`src/rtl/mul_share_arb.sv`:
```
// -----------------------------------------------------------------------------
// mul_share_arb
//
// Shares one sequential multiplier between N_REQ requesters. One operand pair is
// accepted at a time (round-robin winner), registered onto mul_a/mul_b, handed
// to the multiplier over its src handshake, and the product is captured from the
// dest handshake and returned to the requester that owns the operation.
//
// Parameters
//   N_REQ  number of requesters (2..8)
//   WIDTH  operand width; product is 2*WIDTH, passed through unmodified
//
// Ports
//   clk, rst        clock and synchronous active-high reset
//   req_val/ready   per-requester operand handshake (req_ready one-hot or zero)
//   req_a/req_b     flattened operands, requester i at [i*WIDTH +: WIDTH]
//   rsp_val/ready   per-requester result handshake (rsp_val one-hot or zero)
//   rsp_data        shared result bus, valid where rsp_val is set
//   mul_src_*       operand handshake towards the multiplier, mul_a/mul_b
//   mul_dest_*      product handshake from the multiplier, mul_product
//
// Configuration macro
//   MUL_SHARE_ARB_FIXED_PRIO_EN  when defined, lowest index always wins and the
//                                round-robin pointer is held at zero.
// -----------------------------------------------------------------------------
module mul_share_arb #(
    parameter int N_REQ = 4,
    parameter int WIDTH = 16
) (
    input  logic                     clk,
    input  logic                     rst,
    input  logic [N_REQ-1:0]         req_val,
    output logic [N_REQ-1:0]         req_ready,
    input  logic [N_REQ*WIDTH-1:0]   req_a,
    input  logic [N_REQ*WIDTH-1:0]   req_b,
    output logic [N_REQ-1:0]         rsp_val,
    input  logic [N_REQ-1:0]         rsp_ready,
    output logic [2*WIDTH-1:0]       rsp_data,
    output logic                     mul_src_val,
    input  logic                     mul_src_ready,
    output logic [WIDTH-1:0]         mul_a,
    output logic [WIDTH-1:0]         mul_b,
    input  logic                     mul_dest_val,
    output logic                     mul_dest_ready,
    input  logic [2*WIDTH-1:0]       mul_product
);

    localparam int PTR_W = $clog2(N_REQ);
    localparam logic [PTR_W:0] NREQ_W = (PTR_W+1)'(N_REQ);

    localparam logic [1:0] S_IDLE  = 2'd0;
    localparam logic [1:0] S_ISSUE = 2'd1;
    localparam logic [1:0] S_WAIT  = 2'd2;
    localparam logic [1:0] S_RESP  = 2'd3;

    logic [1:0]         state_q, state_d;
    logic [PTR_W-1:0]   rr_ptr_q, rr_ptr_d;
    logic [PTR_W-1:0]   owner_q, owner_d;
    logic [WIDTH-1:0]   mul_a_q, mul_a_d;
    logic [WIDTH-1:0]   mul_b_q, mul_b_d;
    logic [2*WIDTH-1:0] rsp_data_q, rsp_data_d;

    logic [WIDTH-1:0]   a_arr [N_REQ];
    logic [WIDTH-1:0]   b_arr [N_REQ];

    // Unpack the flattened operand buses so the winner can index them directly.
    for (genvar gi = 0; gi < N_REQ; gi++) begin : g_unpack
        assign a_arr[gi] = req_a[gi*WIDTH +: WIDTH];
        assign b_arr[gi] = req_b[gi*WIDTH +: WIDTH];
    end

    // Winner search: rotate req_val so rr_ptr sits at bit 0, pick the lowest set
    // bit of the rotated vector, then add rr_ptr back modulo N_REQ.
    logic [2*N_REQ-1:0] req_dbl;
    logic [2*N_REQ-1:0] req_rot;
    logic [PTR_W-1:0]   offset;
    logic [PTR_W:0]     win_sum;
    logic [PTR_W-1:0]   winner;
    logic               found;
    logic               grant;

    assign req_dbl = {req_val, req_val};
    assign req_rot = req_dbl >> rr_ptr_q;

    always_comb begin
        found   = 1'b0;
        offset  = '0;
        win_sum = '0;
        for (int k = N_REQ-1; k >= 0; k--) begin
            if (req_rot[k]) begin
                found  = 1'b1;
                offset = PTR_W'(k);
            end
        end
        win_sum = {1'b0, rr_ptr_q} + {1'b0, offset};
        if (win_sum >= NREQ_W) begin
            win_sum = win_sum - NREQ_W;
        end
        winner = win_sum[PTR_W-1:0];
    end

    assign grant = (state_q == S_IDLE) && found;

    for (genvar gi = 0; gi < N_REQ; gi++) begin : g_onehot
        assign req_ready[gi] = grant && (winner == PTR_W'(gi));
        assign rsp_val[gi]   = (state_q == S_RESP) && (owner_q == PTR_W'(gi));
    end

    assign mul_src_val    = (state_q == S_ISSUE);
    assign mul_dest_ready = (state_q == S_WAIT);
    assign mul_a          = mul_a_q;
    assign mul_b          = mul_b_q;
    assign rsp_data       = rsp_data_q;

    always_comb begin
        state_d    = state_q;
        rr_ptr_d   = rr_ptr_q;
        owner_d    = owner_q;
        mul_a_d    = mul_a_q;
        mul_b_d    = mul_b_q;
        rsp_data_d = rsp_data_q;
        case (state_q)
            S_IDLE: begin
                if (found) begin
                    mul_a_d = a_arr[winner];
                    mul_b_d = b_arr[winner];
                    owner_d = winner;
`ifdef MUL_SHARE_ARB_FIXED_PRIO_EN
                    rr_ptr_d = '0;
`else
                    rr_ptr_d = (winner == PTR_W'(N_REQ-1)) ? '0 : winner + 1'b1;
`endif
                    state_d = S_ISSUE;
                end
            end
            S_ISSUE: begin
                if (mul_src_ready) begin
                    state_d = S_WAIT;
                end
            end
            S_WAIT: begin
                if (mul_dest_val) begin
                    rsp_data_d = mul_product;
                    state_d    = S_RESP;
                end
            end
            S_RESP: begin
                // Only the owner's accept retires the response.
                if (rsp_ready[owner_q]) begin
                    state_d = S_IDLE;
                end
            end
            default: begin
                state_d = S_IDLE;
            end
        endcase
    end

    always_ff @(posedge clk) begin
        if (rst) begin
            state_q    <= S_IDLE;
            rr_ptr_q   <= '0;
            owner_q    <= '0;
            mul_a_q    <= '0;
            mul_b_q    <= '0;
            rsp_data_q <= '0;
        end else begin
            state_q    <= state_d;
            rr_ptr_q   <= rr_ptr_d;
            owner_q    <= owner_d;
            mul_a_q    <= mul_a_d;
            mul_b_q    <= mul_b_d;
            rsp_data_q <= rsp_data_d;
        end
    end

endmodule

```
`config.mk`:
```
export PLATFORM = sky130hd
export DESIGN_NAME = mul_share_arb
export DESIGN_NICKNAME = d
export VERILOG_FILES = /design/src/rtl/mul_share_arb.sv
export SDC_FILE = /design/constraint.sdc
export NUM_CORES = 1
export LEC_CHECK = 0
export ABC_CLOCK_PERIOD_IN_PS = 5500
export CORE_UTILIZATION = 30
export CTS_CLUSTER_DIAMETER = 50
export DETAILED_ROUTE_END_ITERATION = 10
export PLACE_DENSITY = 0.66
export SETUP_SLACK_MARGIN = 0.05
export SLEW_MARGIN = 20
export SYNTH_ARGS = -nofsm -noshare
export SYNTH_HDL_FRONTEND = slang
export SYNTH_SLANG_ARGS = --single-unit
```
`constraint.sdc`:
```
create_clock -name clk -period 5.5 [get_ports clk]
set_input_delay 1.65 -clock clk [delete_from_list [all_inputs] [get_ports clk]]
set_output_delay 1.65 -clock clk [all_outputs]
set_load 0.005 [all_outputs]
```
-- Word-level counts from Yosys, hierarchy flattened
Index checks and enable logic that the tools add are counted.
- register bits: 70
- input bits: 172
- output and inout port bits: 74
- logic and storage cells: 65
- add/subtract/negate cells: 3
- magnitude comparators: 3
- equal/unequal tests: 13
- shift-type cells: 1
- mux-type cells: 23
- bitwise gates (word level): 1
- reduce and logical (&&, ||, !) cells: 15
- operators by type and width (cell ; count):
    16-bit binary-select mux with 2-bit select ; 2
    16-bit two-way mux ; 4
    2-bit two-way mux ; 10
    2-bit equality test, second input constant ; 6
    1-bit logical AND ; 9
    2-bit case mux with 4 select lines ; 1
    8-bit by 2-bit >> shifter with 4-bit output ; 1
    2-bit by 1-bit equality test with 1-bit output, second input constant ; 3
    3-bit greater-or-equal comparator, second input constant ; 2
    2-bit logical NOT ; 3
    1-bit two-way mux ; 5
    2-bit by 1-bit inequality test with 1-bit output, second input constant ; 2
    2-bit inequality test, second input constant ; 2
    2-bit AND reduction ; 2
    4-bit AND reduction ; 1
    2-bit by 2-bit adder with 3-bit output ; 1
    2-bit by 3-bit less-than comparator with 1-bit output, second input constant ; 1
    2-bit NOT with 3-bit output ; 1
    2-bit by 1-bit adder with 2-bit output, second input constant ; 1
    1-bit binary-select mux with 2-bit select ; 1
    2-bit by 1-bit subtractor with 2-bit output, second input constant ; 1

-- Logic depth before layout (Yosys ltp)
- word-level depth: 12
- gate-level depth with buffers: 13
- gate-level depth less buffers: 11

-- Worst setup path after synthesis
No wires, ideal clock.
- kind: input -> output
- start point: input req_val[0]
- end point: output req_ready[1]
- arrival: 3.476 ns
- data required time: 3.850 ns
- path slack: 0.374 ns
- stages on the path: 9
- path through: buf_2 or4_1 nand3_1 ha_1 xnor2_1 or3_1 and2_1 ha_1 and2_1
- cells in the longest elaborated chain, start to end: 10
- ends and longest elaborated chain (what ; RTL line ; source):
    start, declared ; 32 ; input logic [N_REQ-1:0] req_val,
    8-bit by 2-bit >> shifter with 4-bit output * ; 83 ; assign req_rot = req_dbl >> rr_ptr_q;
    2-bit two-way mux (4 in a row) ; 90 ; if (req_rot[k]) begin
    2-bit by 2-bit adder with 3-bit output ; 95 ; win_sum = {1'b0, rr_ptr_q} + {1'b0, offset};
    3-bit greater-or-equal comparator or 2-bit by 1-bit subtractor with 2-bit output (tied branches) ; 96, 97 ;
    2-bit two-way mux ; 96 ; if (win_sum >= NREQ_W) begin
    2-bit by 1-bit equality test with 1-bit output ; 105 ; assign req_ready[gi] = grant && (winner == PTR_W'(gi));
    1-bit logical AND * ; 105 ;
    end, declared ; 33 ; output logic [N_REQ-1:0] req_ready,
Mark *: on every way between the ends. The rest lies on a longest branch, timed or not.

-- Final worst setup path
- start point: input req_val[3]
- end point: output req_ready[0]
- cells in the longest elaborated chain, start to end: 10
- ends and longest elaborated chain (what ; RTL line ; source):
    8-bit by 2-bit >> shifter with 4-bit output * ; 83 ;
    2-bit two-way mux (3 in a row) ; 90 ;
    2-bit two-way mux * ; 90 ;
    2-bit by 2-bit adder with 3-bit output * ; 95 ;
    3-bit greater-or-equal comparator or 2-bit by 1-bit subtractor with 2-bit output (tied branches) ; 96, 97 ;
    2-bit two-way mux * ; 96 ;
    net win_sum[0] ; 77 ; logic [PTR_W:0] win_sum;
    2-bit logical NOT * ; 105 ;
    1-bit logical AND * ; 105 ;
Mark *: on every way through the listed nets, which the timed path passes. The rest lies on a longest branch.

==> impl_metrics.json <==
{
  "status": "finished, final reports clean",
  "grt_usage_pct": 19.8,
  "grt_max_degree": 66,
  "finalSetupViolations": 0,
  "finalWirelength_um": 14500,
  "syn_area_per_cell_um2": 8.96,
  "synth_edf_count": 0,
  "drv_cap": 0,
  "worst_ep_required_time_ns": 3.85,
  "synth.area.top_cells": "dfxtp_1 33%, mux2_2 17%, a221o_1 7.4%",
  "cts.htree.levels": 3,
  "antenna_found_initial": 0,
  "drc": 0,
  "mostFrequentLayoutCells": "237 x clkdlybuf4s50_1, 70 x dfxtp_1, 68 x nand2_1",
  "final_hold_viol_count": 0,
  "antenna_cells": 0,
  "ys.flop_type": "dfxtp_1",
  "grt_remaining_overflow": 0,
  "clkTransAtPathRegs_ns": 0.06,
  "ys_ff_latch": 70,
  "slew_viol_final": 0,
  "skew_ns": 0.00654,
  "dp_hpwl_um": 10600,
  "drive_gt1_share_pct": 17.6,
  "clockBufferDepth": 2,
  "clk_latency_ns": 0.34,
  "nets": 891,
  "worstPathArrival_ns": 3.72,
  "cp-start-kind": "primary input",
  "end_kind": "output port",
  "final_common_cell": "clkdlybuf4s50_1",
  "fin_crit_sh_pct": 97.7,
  "grt_pass1_vias": 4734,
  "critPathKind": "primary input to output port",
  "p_leak_nw": 2.69,
  "hold_class": "register to register",
  "synth_area_leader_cell": "dfxtp_1",
  "post_drt_wl_per_cell_um": 16.2,
  "die_area_um2": 14800,
  "syn2layout_area_growth_pct": 69.8,
  "viasPerCell": 5.25,
  "cts-root-buf": "clkbuf_16",
  "via_count": 4702,
  "dr.pass1.iters": 5,
  "core_um2": 13900,
  "syn-num-nets": 660,
  "synth_top_area_share_pct": 32.6,
  "chipWidth_um": 122,
  "numCtsBuffers": 9,
  "slew_headroom_pct": 47.2,
  "whs_ns": 0.456,
  "ys_seq_area_share_pct": 32.6,
  "ys_types": 45,
  "critPathMaxFanout": 3,
  "gp_congestion": 0.847,
  "ios": 246,
  "p_per_area_nw_per_um2": 470,
  "rows": 43,
  "max-vdd-ir-drop_v": 0.000419,
  "netlist_area_um2": 4300,
  "cts_tree": "done",
  "fin_crit_ns": 5.37,
  "rsz0062_at_grt": "no",
  "grt_pass1_wl_um": 23100,
  "fin_util_pct": 52.4,
  "ant_nets": 0,
  "initial_core_util_pct": 30.9,
  "worst_pin_slew_ns": 0.793,
  "fmax_mhz": 186,
  "die_height_um": 122,
  "async_reset_ff_share_pct": 0,
  "syn_inst": 480,
  "cts.sinks": 70,
  "drt_iter0_drc": 181,
  "ys_warn_count": 0,
  "io_buffer_count": 245
}
-- critical path, cell delays in order --
cell and delay, ns:
clkdlybuf4s15_2 0.21, nor2_1 0.07, or4_4 0.52, nand3_4 0.10
buf_4 0.11, buf_4 0.09, ha_1 0.22, or2_2 0.31
and3b_1 0.21, dlygate4sd2_1 0.23
-- kinds of logic after synthesis --
logic type	count (synthesis)	synth area share [%]
XOR/XNOR	1	0.204
flip-flops	70	32.6
AND/OR/NAND/NOR	131	13.8
AO/OA/AOI/OAI	147	27.3
multiplexers	66	17.5
buffers and inverters	57	6.28
adder cells (fa/ha/maj)	8	2.33
-- cells in the mapped netlist (3+ instances only) --
cell       n
dfxtp_1   70
nand2_1   69
mux2_2    64
a21oi_1   35
nor3_1    34
a221o_1   32
a22o_1    32
a22oi_1   32
buf_2     21
clkbuf_1  21
nor2_1    10
ha_1       8
inv_1      8
buf_4      4
a211oi_1   3
and2_1     3
-- area by class of cell --
class,count,area [µm²]
Sequential cell,70,1400
Inverter,8,30.0
Tap cell,180,225
Timing Repair Buffer,269,2620
Multi-Input combinational cell,353,2700
Fill cell,1277,6630
Clock inverter,7,103
Clock buffer,9,225
-- power breakdown --
part | internal, mW | total (mW) | switching (mW)
logic | 1.13 | 2.06 | 0.938
registers | 0.629 | 0.723 | 0.0940
clock network | 0.402 | 0.644 | 0.241
total | 2.16 | 3.43 | 1.27
-- registers in the layout, indices dropped and copies added, names as in the netlist --
name	flops
rsp_data	32
mul_a	16
mul_b	16
owner_q	2
rr_ptr_q	2
state_q	2
-- worst paths after layout --
check,to,start,slack [ns],cells past startpoint
max,req_ready[0],req_val[3],0.13,10
min reg2reg,rsp_data[9]$_SDFFE_PP0P_,rsp_data[9]$_SDFFE_PP0P_,0.46,2
min,rsp_data[9]$_SDFFE_PP0P_,rsp_data[9]$_SDFFE_PP0P_,0.46,2
max reg2reg,mul_b[2]$_SDFFE_PP0P_,rr_ptr_q[0]$_SDFFE_PP0P_,2.18,10
-- per-stage QoR --
step | cell area [µm²] | setup TNS, ns | instances | power, mW | worst slack (ns)
2_1_floorplan | 4300 | 0 | 480 | 2.13 | 0.374
3_3_place_gp | 6940 | -1.33 | 879 | 2.73 | -0.432
3_5_place_dp | 6940 | -1.45 | 879 | 2.79 | -0.461
4_1_cts | 7290 | 0 | 895 | 3.46 | 0.0510
5_1_grt | 7300 | 0 | 896 | 3.68 | 0.0180
6_report | 7300 | 0 | 896 | 3.43 | 0.127
-- per-layer routing --
metal / up-vias / wire length [µm] / GRT usage (%)
met1: 2215 / 6040 / 22.0
met4: 0 / 355 / 9.65
met3: 22 / 1030 / 5.15
met5: - / 0 / 0
met2: 180 / 7120 / 34.8
li1: 2285 / - / -
-- repair_timing --
action	in CTS	in global routing
hold endpoints to repair	0	0
gates resized for setup	22	8
pin swaps	5	4
buffers inserted	0	1
hold buffers	0	0
setup endpoints to repair	4	4
Note: power is estimated with default switching activity, not from simulation.
